**src/rtl/mult_div_pkg.sv**
```systemverilog
// Shared definitions for the iterative signed multiply/divide engine:
// FSM state and operation encodings plus default widths.
package mult_div_pkg;

  localparam int DEF_WIDTH = 32;
  localparam int DEF_CNT_W = 6;

  typedef enum logic [1:0] {
    S_IDLE = 2'd0,
    S_CALC = 2'd1,
    S_FIX  = 2'd2
  } state_t;

  typedef enum logic {
    OP_MULT = 1'b0,
    OP_DIV  = 1'b1
  } op_t;

endpackage

```
**src/rtl/mult_div_if.sv**
```systemverilog
// Start/ready handshake between the control unit (master) and the
// multiply/divide engine (slave).
interface mult_div_if import mult_div_pkg::*; #(
  parameter int WIDTH = DEF_WIDTH
);
  logic             mult_start;
  logic             div_start;
  logic [WIDTH-1:0] a;
  logic [WIDTH-1:0] b;
  logic [WIDTH-1:0] hi;
  logic [WIDTH-1:0] lo;
  logic             busy;
  logic             ready;
  logic             div_zero;

  modport master (
    output mult_start, div_start, a, b,
    input  hi, lo, busy, ready, div_zero
  );

  modport slave (
    input  mult_start, div_start, a, b,
    output hi, lo, busy, ready, div_zero
  );
endinterface

```
**src/rtl/mult_div_unit.sv**
```systemverilog
// Iterative signed multiply (shift-add) / divide (restoring) engine working on
// operand magnitudes for WIDTH cycles, followed by one sign-fixup cycle.
module mult_div_unit import mult_div_pkg::*; #(
  parameter int WIDTH = DEF_WIDTH,
  parameter int CNT_W = DEF_CNT_W
) (
  input  logic      Clk,
  input  logic      Reset,
  mult_div_if.slave bus
);

  state_t               state_r;
  state_t               state_next_s;
  op_t                  op_r;
  logic                 sign_a_r;
  logic                 sign_b_r;
  logic [WIDTH-1:0]     mag_b_r;
  logic [CNT_W-1:0]     cnt_r;
  logic [2*WIDTH-1:0]   acc_r;
  logic [2*WIDTH-1:0]   acc_step_s;
  logic [WIDTH-1:0]     hi_r;
  logic [WIDTH-1:0]     lo_r;
  logic [WIDTH-1:0]     hi_fix_s;
  logic [WIDTH-1:0]     lo_fix_s;
  logic [WIDTH:0]       sum_s;
  logic [WIDTH:0]       trial_s;
  logic                 busy_r;
  logic                 ready_r;
  logic                 div_zero_r;
  logic                 start_mult_s;
  logic                 start_div_s;
  logic                 div_by_zero_s;

  function automatic logic [WIDTH-1:0] neg_w(input logic [WIDTH-1:0] v);
    neg_w = ~v + WIDTH'(1);
  endfunction

  function automatic logic [2*WIDTH-1:0] neg_d(input logic [2*WIDTH-1:0] v);
    neg_d = ~v + (2*WIDTH)'(1);
  endfunction

  function automatic logic [WIDTH-1:0] abs_w(input logic [WIDTH-1:0] v);
    abs_w = v[WIDTH-1] ? neg_w(v) : v;
  endfunction

  // Multiply has priority when both starts arrive together
  assign start_mult_s  = (state_r == S_IDLE) && bus.mult_start;
  assign start_div_s   = (state_r == S_IDLE) && !bus.mult_start && bus.div_start;
  assign div_by_zero_s = start_div_s && (bus.b == {WIDTH{1'b0}});

  // State register
  always_ff @(posedge Clk or negedge Reset) begin
    if (!Reset) begin
      state_r <= S_IDLE;
    end else begin
      state_r <= state_next_s;
    end
  end

  // Next-state logic
  always_comb begin
    state_next_s = state_r;
    case (state_r)
      S_IDLE: begin
        if (start_mult_s || (start_div_s && !div_by_zero_s)) begin
          state_next_s = S_CALC;
        end else begin
          state_next_s = S_IDLE;
        end
      end
      S_CALC: begin
        if (cnt_r == CNT_W'(1)) begin
          state_next_s = S_FIX;
        end else begin
          state_next_s = S_CALC;
        end
      end
      S_FIX:   state_next_s = S_IDLE;
      default: state_next_s = S_IDLE;
    endcase
  end

  // One radix-2 step; the remainder trial uses WIDTH+1 bits so the shifted-out bit is kept
  always_comb begin
    sum_s      = {1'b0, acc_r[2*WIDTH-1:WIDTH]} + {1'b0, mag_b_r};
    trial_s    = acc_r[2*WIDTH-1:WIDTH-1] - {1'b0, mag_b_r};
    acc_step_s = acc_r;
    if (op_r == OP_MULT) begin
      if (acc_r[0]) begin
        acc_step_s = {sum_s, acc_r[WIDTH-1:1]};
      end else begin
        acc_step_s = {1'b0, acc_r[2*WIDTH-1:1]};
      end
    end else begin
      if (!trial_s[WIDTH]) begin
        acc_step_s = {trial_s[WIDTH-1:0], acc_r[WIDTH-2:0], 1'b1};
      end else begin
        acc_step_s = {acc_r[2*WIDTH-2:0], 1'b0};
      end
    end
  end

  // Sign fixup: quotient truncates toward zero, remainder follows the dividend
  always_comb begin
    hi_fix_s = acc_r[2*WIDTH-1:WIDTH];
    lo_fix_s = acc_r[WIDTH-1:0];
    if (op_r == OP_MULT) begin
      if (sign_a_r ^ sign_b_r) begin
        {hi_fix_s, lo_fix_s} = neg_d(acc_r);
      end else begin
        {hi_fix_s, lo_fix_s} = acc_r;
      end
    end else begin
      lo_fix_s = (sign_a_r ^ sign_b_r) ? neg_w(acc_r[WIDTH-1:0]) : acc_r[WIDTH-1:0];
      hi_fix_s = sign_a_r ? neg_w(acc_r[2*WIDTH-1:WIDTH]) : acc_r[2*WIDTH-1:WIDTH];
    end
  end

  // Datapath and registered outputs
  always_ff @(posedge Clk or negedge Reset) begin
    if (!Reset) begin
      op_r       <= OP_MULT;
      sign_a_r   <= 1'b0;
      sign_b_r   <= 1'b0;
      mag_b_r    <= {WIDTH{1'b0}};
      cnt_r      <= {CNT_W{1'b0}};
      acc_r      <= {(2*WIDTH){1'b0}};
      hi_r       <= {WIDTH{1'b0}};
      lo_r       <= {WIDTH{1'b0}};
      busy_r     <= 1'b0;
      ready_r    <= 1'b0;
      div_zero_r <= 1'b0;
    end else begin
      ready_r    <= 1'b0;
      div_zero_r <= 1'b0;
      case (state_r)
        S_IDLE: begin
          if (div_by_zero_s) begin
            ready_r    <= 1'b1;
            div_zero_r <= 1'b1;
            busy_r     <= 1'b0;
          end else if (start_mult_s || start_div_s) begin
            op_r     <= start_mult_s ? OP_MULT : OP_DIV;
            sign_a_r <= bus.a[WIDTH-1];
            sign_b_r <= bus.b[WIDTH-1];
            mag_b_r  <= abs_w(bus.b);
            acc_r    <= {{WIDTH{1'b0}}, abs_w(bus.a)};
            cnt_r    <= CNT_W'(WIDTH);
            busy_r   <= 1'b1;
          end else begin
            busy_r <= 1'b0;
          end
        end
        S_CALC: begin
          acc_r <= acc_step_s;
          cnt_r <= cnt_r - CNT_W'(1);
        end
        S_FIX: begin
          hi_r    <= hi_fix_s;
          lo_r    <= lo_fix_s;
          ready_r <= 1'b1;
          busy_r  <= 1'b0;
        end
        default: busy_r <= 1'b0;
      endcase
    end
  end

  assign bus.hi       = hi_r;
  assign bus.lo       = lo_r;
  assign bus.busy     = busy_r;
  assign bus.ready    = ready_r;
  assign bus.div_zero = div_zero_r;

endmodule

```
**src/flat_wrapper.sv**
```systemverilog
// flat-port wrapper written by rule: the top's interface ports become plain ports
module mult_div_unit_flat import mult_div_pkg::*;
#(
  parameter int WIDTH = DEF_WIDTH,
  parameter int CNT_W = DEF_CNT_W
)
  (Clk, Reset, bus_mult_start, bus_div_start, bus_a, bus_b, bus_hi, bus_lo, bus_busy, bus_ready, bus_div_zero);
  mult_div_if #(.WIDTH(WIDTH)) bus_i ();
  input  logic Clk;
  input  logic Reset;
  input wire logic [$bits(bus_i.mult_start)-1:0] bus_mult_start;
  input wire logic [$bits(bus_i.div_start)-1:0] bus_div_start;
  input wire logic [$bits(bus_i.a)-1:0] bus_a;
  input wire logic [$bits(bus_i.b)-1:0] bus_b;
  output wire logic [$bits(bus_i.hi)-1:0] bus_hi;
  output wire logic [$bits(bus_i.lo)-1:0] bus_lo;
  output wire logic [$bits(bus_i.busy)-1:0] bus_busy;
  output wire logic [$bits(bus_i.ready)-1:0] bus_ready;
  output wire logic [$bits(bus_i.div_zero)-1:0] bus_div_zero;
  assign bus_i.mult_start = bus_mult_start;
  assign bus_i.div_start = bus_div_start;
  assign bus_i.a = bus_a;
  assign bus_i.b = bus_b;
  assign bus_hi = bus_i.hi;
  assign bus_lo = bus_i.lo;
  assign bus_busy = bus_i.busy;
  assign bus_ready = bus_i.ready;
  assign bus_div_zero = bus_i.div_zero;
  mult_div_unit #(.WIDTH(WIDTH), .CNT_W(CNT_W)) u_core (.Clk(Clk), .Reset(Reset), .bus(bus_i));
endmodule
```
**config.mk**
```make
export PLATFORM = sky130hd
export DESIGN_NAME = mult_div_unit_flat
export DESIGN_NICKNAME = d
export VERILOG_FILES = /design/src/rtl/mult_div_pkg.sv /design/src/rtl/mult_div_if.sv /design/src/rtl/mult_div_unit.sv /design/src/flat_wrapper.sv
export SDC_FILE = /design/constraint.sdc
export NUM_CORES = 1
export LEC_CHECK = 0
export BUFFER_PORTS_ARGS = -buffer_cell sky130_fd_sc_hd__buf_2
export CAP_MARGIN = 20
export CORE_AREA = 2 2 132 185
export CTS_BUF_LIST = sky130_fd_sc_hd__clkbuf_4 sky130_fd_sc_hd__clkbuf_8
export CTS_CLUSTER_DIAMETER = 50
export DETAILED_ROUTE_END_ITERATION = 16
export DIE_AREA = 0 0 134 187
export GPL_TIMING_DRIVEN = 0
export HOLD_SLACK_MARGIN = 0.08
export PLACE_DENSITY = 0.94
export SLEW_MARGIN = 30
export SYNTH_ARGS = -nofsm -noshare
export SYNTH_HDL_FRONTEND = slang
export SYNTH_SLANG_ARGS = --single-unit
```
**constraint.sdc**
```tcl
create_clock -name Clk -period 9.2 [get_ports Clk]
set_input_delay 0.46 -clock Clk [delete_from_list [all_inputs] [get_ports Clk]]
set_output_delay 0.46 -clock Clk [all_outputs]
set_load 0.05 [all_outputs]
```
---- Yosys cells after proc, flatten, opt, wreduce, memory -nomap -nowiden ----
Index checks and enable logic that the tools add are counted.
cells by class
  $add $sub $neg .......................... 8
  eq/ne operators ......................... 5
  mux-type cells .......................... 27
  bitwise operators ....................... 7
  reduce and logical (&&, ||, !) cells .... 14
operators by type and width
  kind                                                                 count
  64-bit 2-to-1 mux                                                    5
  32-bit 2-to-1 mux                                                    8
  32-bit by 1-bit adder with 32-bit output (second input constant)     4
  32-bit NOT                                                           4
  64-bit case mux with 2 select lines                                  1
  64-bit by 1-bit adder with 64-bit output (second input constant)     1
  64-bit NOT                                                           1
  32-bit by 32-bit adder with 33-bit output                            1
  33-bit by 32-bit subtractor with 33-bit output                       1
  32-bit zero test                                                     1
  6-bit 2-to-1 mux                                                     2
  6-bit case mux with 2 select lines                                   1
  6-bit by 1-bit == test with 1-bit output (second input constant)     1
  1-bit 2-to-1 mux                                                     6
  3-bit AND reduction                                                  2
  6-bit by 1-bit subtractor with 6-bit output (second input constant)  1
  1-bit logical AND                                                    5
  2-bit != test (second input constant)                                2
  1-bit case mux with 2 select lines                                   2
  2-bit case mux with 2 select lines                                   1
  2-bit by 1-bit == test with 1-bit output (second input constant)     1
  2-bit == test (second input constant)                                1
  1-bit zero test                                                      2
  2-bit zero test                                                      1
  5 further kinds                                                      6
word-level totals
  register bits after elaboration ......... 174
  input bits .............................. 68
  output and inout bits ................... 67
  word-level logic and storage cells ...... 73

---- Logic depth before layout (Yosys ltp) ----
  depth after elaboration ................. 9
  mapped depth ............................ 14
  mapped depth without buffers ............ 12

---- Worst setup path before layout ----
No wires, ideal clock.
  path type ............................... register to register
  start ................................... reg u_core.acc_r[0]
  end ..................................... reg u_core.hi_r[10], in the netlist u_core.bus.hi[10]
  setup time .............................. 0.129 ns
  arrival ................................. 3.246 ns
  required time ........................... 9.071 ns
  setup slack ............................. 5.825 ns
  stages on the path, launching flop included .. 14
  buffers on the path ..................... 3
  clock period less this slack ............ 3.375 ns
  cells stage by stage .................... dfrtp_1 -> clkbuf_1 -> inv_1 -> clkbuf_1 -> clkbuf_1 -> ha_1 -> nand2_1 -> or4b_1 -> or3_4 -> o21a_4 -> nor3_4 -> a22o_1 -> xor2_1 -> o21ai_1
between the ends
  word-level cells in the longest chain between the ends .. 4
RTL lines
  item                                      RTL line              source
  from (decl)                               mult_div_unit.sv:19   logic [2*WIDTH-1:0] acc_r;
  from (signal assigned)                    mult_div_unit.sv:127  acc_r <= {(2*WIDTH){1'b0}};
  from (signal assigned)                    mult_div_unit.sv:147  acc_r <= {{WIDTH{1'b0}}, abs_w(bus.a)};
  from (signal assigned)                    mult_div_unit.sv:155  acc_r <= acc_step_s;
  64-bit NOT                                mult_div_unit.sv:39   neg_d = ~v + (2*WIDTH)'(1);
  64-bit by 1-bit adder with 64-bit output  mult_div_unit.sv:39
  32-bit 2-to-1 mux                         mult_div_unit.sv:108  if (sign_a_r ^ sign_b_r) begin
  32-bit 2-to-1 mux                         mult_div_unit.sv:107  if (op_r == OP_MULT) begin
  to (signal assigned)                      mult_div_unit.sv:128  hi_r <= {WIDTH{1'b0}};
  to (signal assigned)                      mult_div_unit.sv:159  hi_r <= hi_fix_s;
  to (decl)                                 mult_div_unit.sv:21   logic [WIDTH-1:0] hi_r;
No other way between the ends.
A chain may end at the register's enable or synchronous reset.

---- Worst setup path in the final report ----
  start ................................... reg u_core.acc_r[0]
  end ..................................... reg u_core.hi_r[18], in the netlist u_core.bus.hi[18]
Same word-level chain as after synthesis.

==> summary.md <==
| Metric | Value |
|---|---|
| Outcome | finished, final reports clean |
| Initial drt markers | roughly 1500 |
| Fmax | a little under 0.2 GHz |
| TritonRoute pass-1 iters | 7 |
| Vias in the first global route | 14400 |
| Startpoint Class | register |
| WP data arrival | ~5400 ps |
| Post-Synthesis Cell Area | 0.0143 mm² |
| Setup Skew | around 17 ps |
| Quantity of I/O buffers inserted on ports | 134 |
| Clk pin slew, worst setup/hold paths | ~100 ps |
| CP Data Required Time | 9580 ps |
| Seq/Total Area, Yosys | 0.304 |
| MaxCap Viol Count | 0 |
| Post-synth EDFFs | 0 |
| Final worst slack | ~4200 ps |
| Post-synth ARST share | 1.00 |
| Tightest Pin Transition | around 940 ps |
| Placeable Area | approximately 0.024 mm² |
| Io pins | around 140 |
| DP Area | approximately 0.015 mm² |
| RSZ-0062 raised after global routing | false |
| Width of the die | about 130 µm |
| DR WL/cell | between 20 and 25 µm |
| Routed vias | about 15000 |
| Synth area leader | dfrtp_1 |
| Final ANT Viol Nets | 0 |
| Tot GR Track Use | 0.372 |
| Ant. Diodes | 0 |
| FP Rows | 67 |
| Clock root buffer | clkbuf_8 |
| Reg2Reg Setup Slack | between 4000 and 5000 ps |
| Commonest non-fill, non-tap cell in the layout | nand2_1 |
| Final instance area | roughly 0.016 mm² |
| CTS tree | done |
| Global-route wire length before repair | between 70000 and 80000 µm |
| GR Overflow Total | 0 |
| Die H | about 190 µm |
| Initial antenna violation count | 1 |
| Number of post-CTS setup repair buffers | 0 |
| TritonCTS Sinks | around 170 |
| CP max FO | 10 |
| Clock buffer depth | 2 |
| Hold Vio Cnt, Final | 0 |
| Via-to-Cell Ratio | around 6.5 |
| Most frequent cells in the layout | 264 x nand2_1, 227 x o21ai_0, 174 x dfrtp_1 |
| H-tree levels | 4 |
| Detail Placement HPWL | about 37000 µm |
| Largest net degree at the start of global routing | 80 |
| Initial Util | 0.608 |
| RePlAce Congestion | between 1 and 1.5 |
| Post-synth cell types | 77 |
| #FFs+latches synth | roughly 170 |
| WL final | between 40000 and 50000 µm |
| Mapped Nets | 1913 |
| Setup violators final | 0 |
| Ys Warns | 0 |
| Worst skew pair latency | between 500 and 600 ps |
| Tmin final | roughly 5000 ps |
| Worst slew margin | 0.374 |
| Post-synth top area share | 0.304 |
| Top FF cell, synth | dfrtp_1 |
| Largest cells by area after synthesis | dfrtp_1 30%, o21ai_0 7.9%, xnor2_1 7.6% |
| Die outline area | around 0.025 mm² |
| Worst slack, placed | about 4500 ps |
| CTS Buf Count | 17 |
| CP Capture Type | register |
| Post-route setup TNS | 0 ps |
| Worst Hold Class | in -> reg |
| # fillers | between 1500 and 2000 |
| Slew Viols, Final | 0 |
| Final Cycle Share | 0.547 |
| Area Growth Syn to Fin | 10.5% |
| Number of remaining DRC errors | 0 |
| Mapped Cells | about 1800 |
| Proportion of layout cells with a drive suffix above 1 | 0.112 |
| Average cell area after synthesis | about 8.1 µm² |
| WS Path Type | reg -> reg |
| NumNets Final | ~2100 |
layer usage:
metal | wire [µm] | part of all wire | GRT usage | vias to the layer above
met1 | 16600 | 0.36 | 0.415 | 6802
met2 | 22200 | 0.48 | 0.629 | 855
met5 | 0 | 0 | 0 | -
met3 | 3960 | 0.086 | 0.0672 | 235
li1 | - | - | - | 6685
met4 | 3510 | 0.076 | 0.278 | 0
final timing paths:
| check | start | end | depth (start not counted) |
|---|---|---|---|
| min in group asynchronous | Reset | u_core.mag_b_r[0] | 2 |
| setup / recovery | u_core.acc_r[0] | u_core.bus.hi[18] | 13 |
| max in group asynchronous | Reset | u_core.bus.hi[2] | 4 |
| hold / removal | bus_mult_start | u_core.op_r | 2 |
| hold reg to reg | u_core.bus.lo[30] | u_core.bus.lo[30] | 2 |
| setup reg to reg | u_core.acc_r[0] | u_core.bus.hi[18] | 13 |
final cells by class:
cell class	count	area (µm²)	share of cell area
Sequential cell	174	4350	0.275
Inverter	68	255	0.0161
Clock buffer	18	248	0.0157
Buffer	116	485	0.0307
Clock inverter	13	116	0.00736
Multi-Input combinational cell	1415	9220	0.583
Timing Repair Buffer	137	746	0.0472
Tap cell	310	388	0.0245
critical path, cell delays in order, from the launching register on:
cell	delay [ps]
dfrtp_1	370
clkbuf_1	270
inv_1	350
clkbuf_1	620
clkbuf_1	690
ha_1	350
nand2_1	170
or4b_1	570
or3_4	450
o21a_4	260
nor3_4	260
a22oi_1	120
xnor2_1	320
o21ai_1	90
registers in the layout, indices dropped and copies added (netlist names):
name,flops
u_core.bus.busy,1
u_core.bus.hi,32
u_core.bus.ready,1
u_core.sign_b_r,1
u_core.mag_b_r,32
u_core.op_r,1
u_core.bus.div_zero,1
u_core.sign_a_r,1
u_core.acc_r,64
u_core.bus.lo,32
u_core.cnt_r,6
u_core.state_r,2
synthesized netlist by cell type, types with 25 or more instances:
cell      number
a21o_1        28
a21oi_1       92
clkbuf_1      95
dfrtp_1      174
ha_1          70
inv_1         67
mux2i_1       65
nand2_1      264
nor2_1        85
nor3_1        26
o21ai_0      227
o31ai_1       36
or3_1         25
xnor2_1      124
xor2_1        52
stage by stage:
step           std cells  hold slack [ps]  utilization
6_report            2251              231        0.671
5_1_grt             2251              234        0.671
4_1_cts             2251              213        0.671
3_5_place_dp        2219              338        0.655
3_3_place_gp        2217              456        0.653
2_1_floorplan       1773              164            -
logic make-up after synthesis:
| family | share of synthesized area |
|---|---|
| buffers and inverters | 0.0518 |
| AND/OR/NAND/NOR | 0.184 |
| adder cells (fa/ha/maj) | 0.0640 |
| AO/OA/AOI/OAI | 0.240 |
| multiplexers | 0.0478 |
| flip-flops | 0.304 |
| XOR/XNOR | 0.108 |
repair_timing:
action / in CTS / in global routing
hold buffers: 1 / 0
endpoints found under the setup margin: 0 / 0
endpoints found under the hold margin: 32 / 0
gates resized for setup: 0 / 0
Power is not shown: default switching activity piles up to over one toggle a cycle in this logic, so the estimate is an artifact.
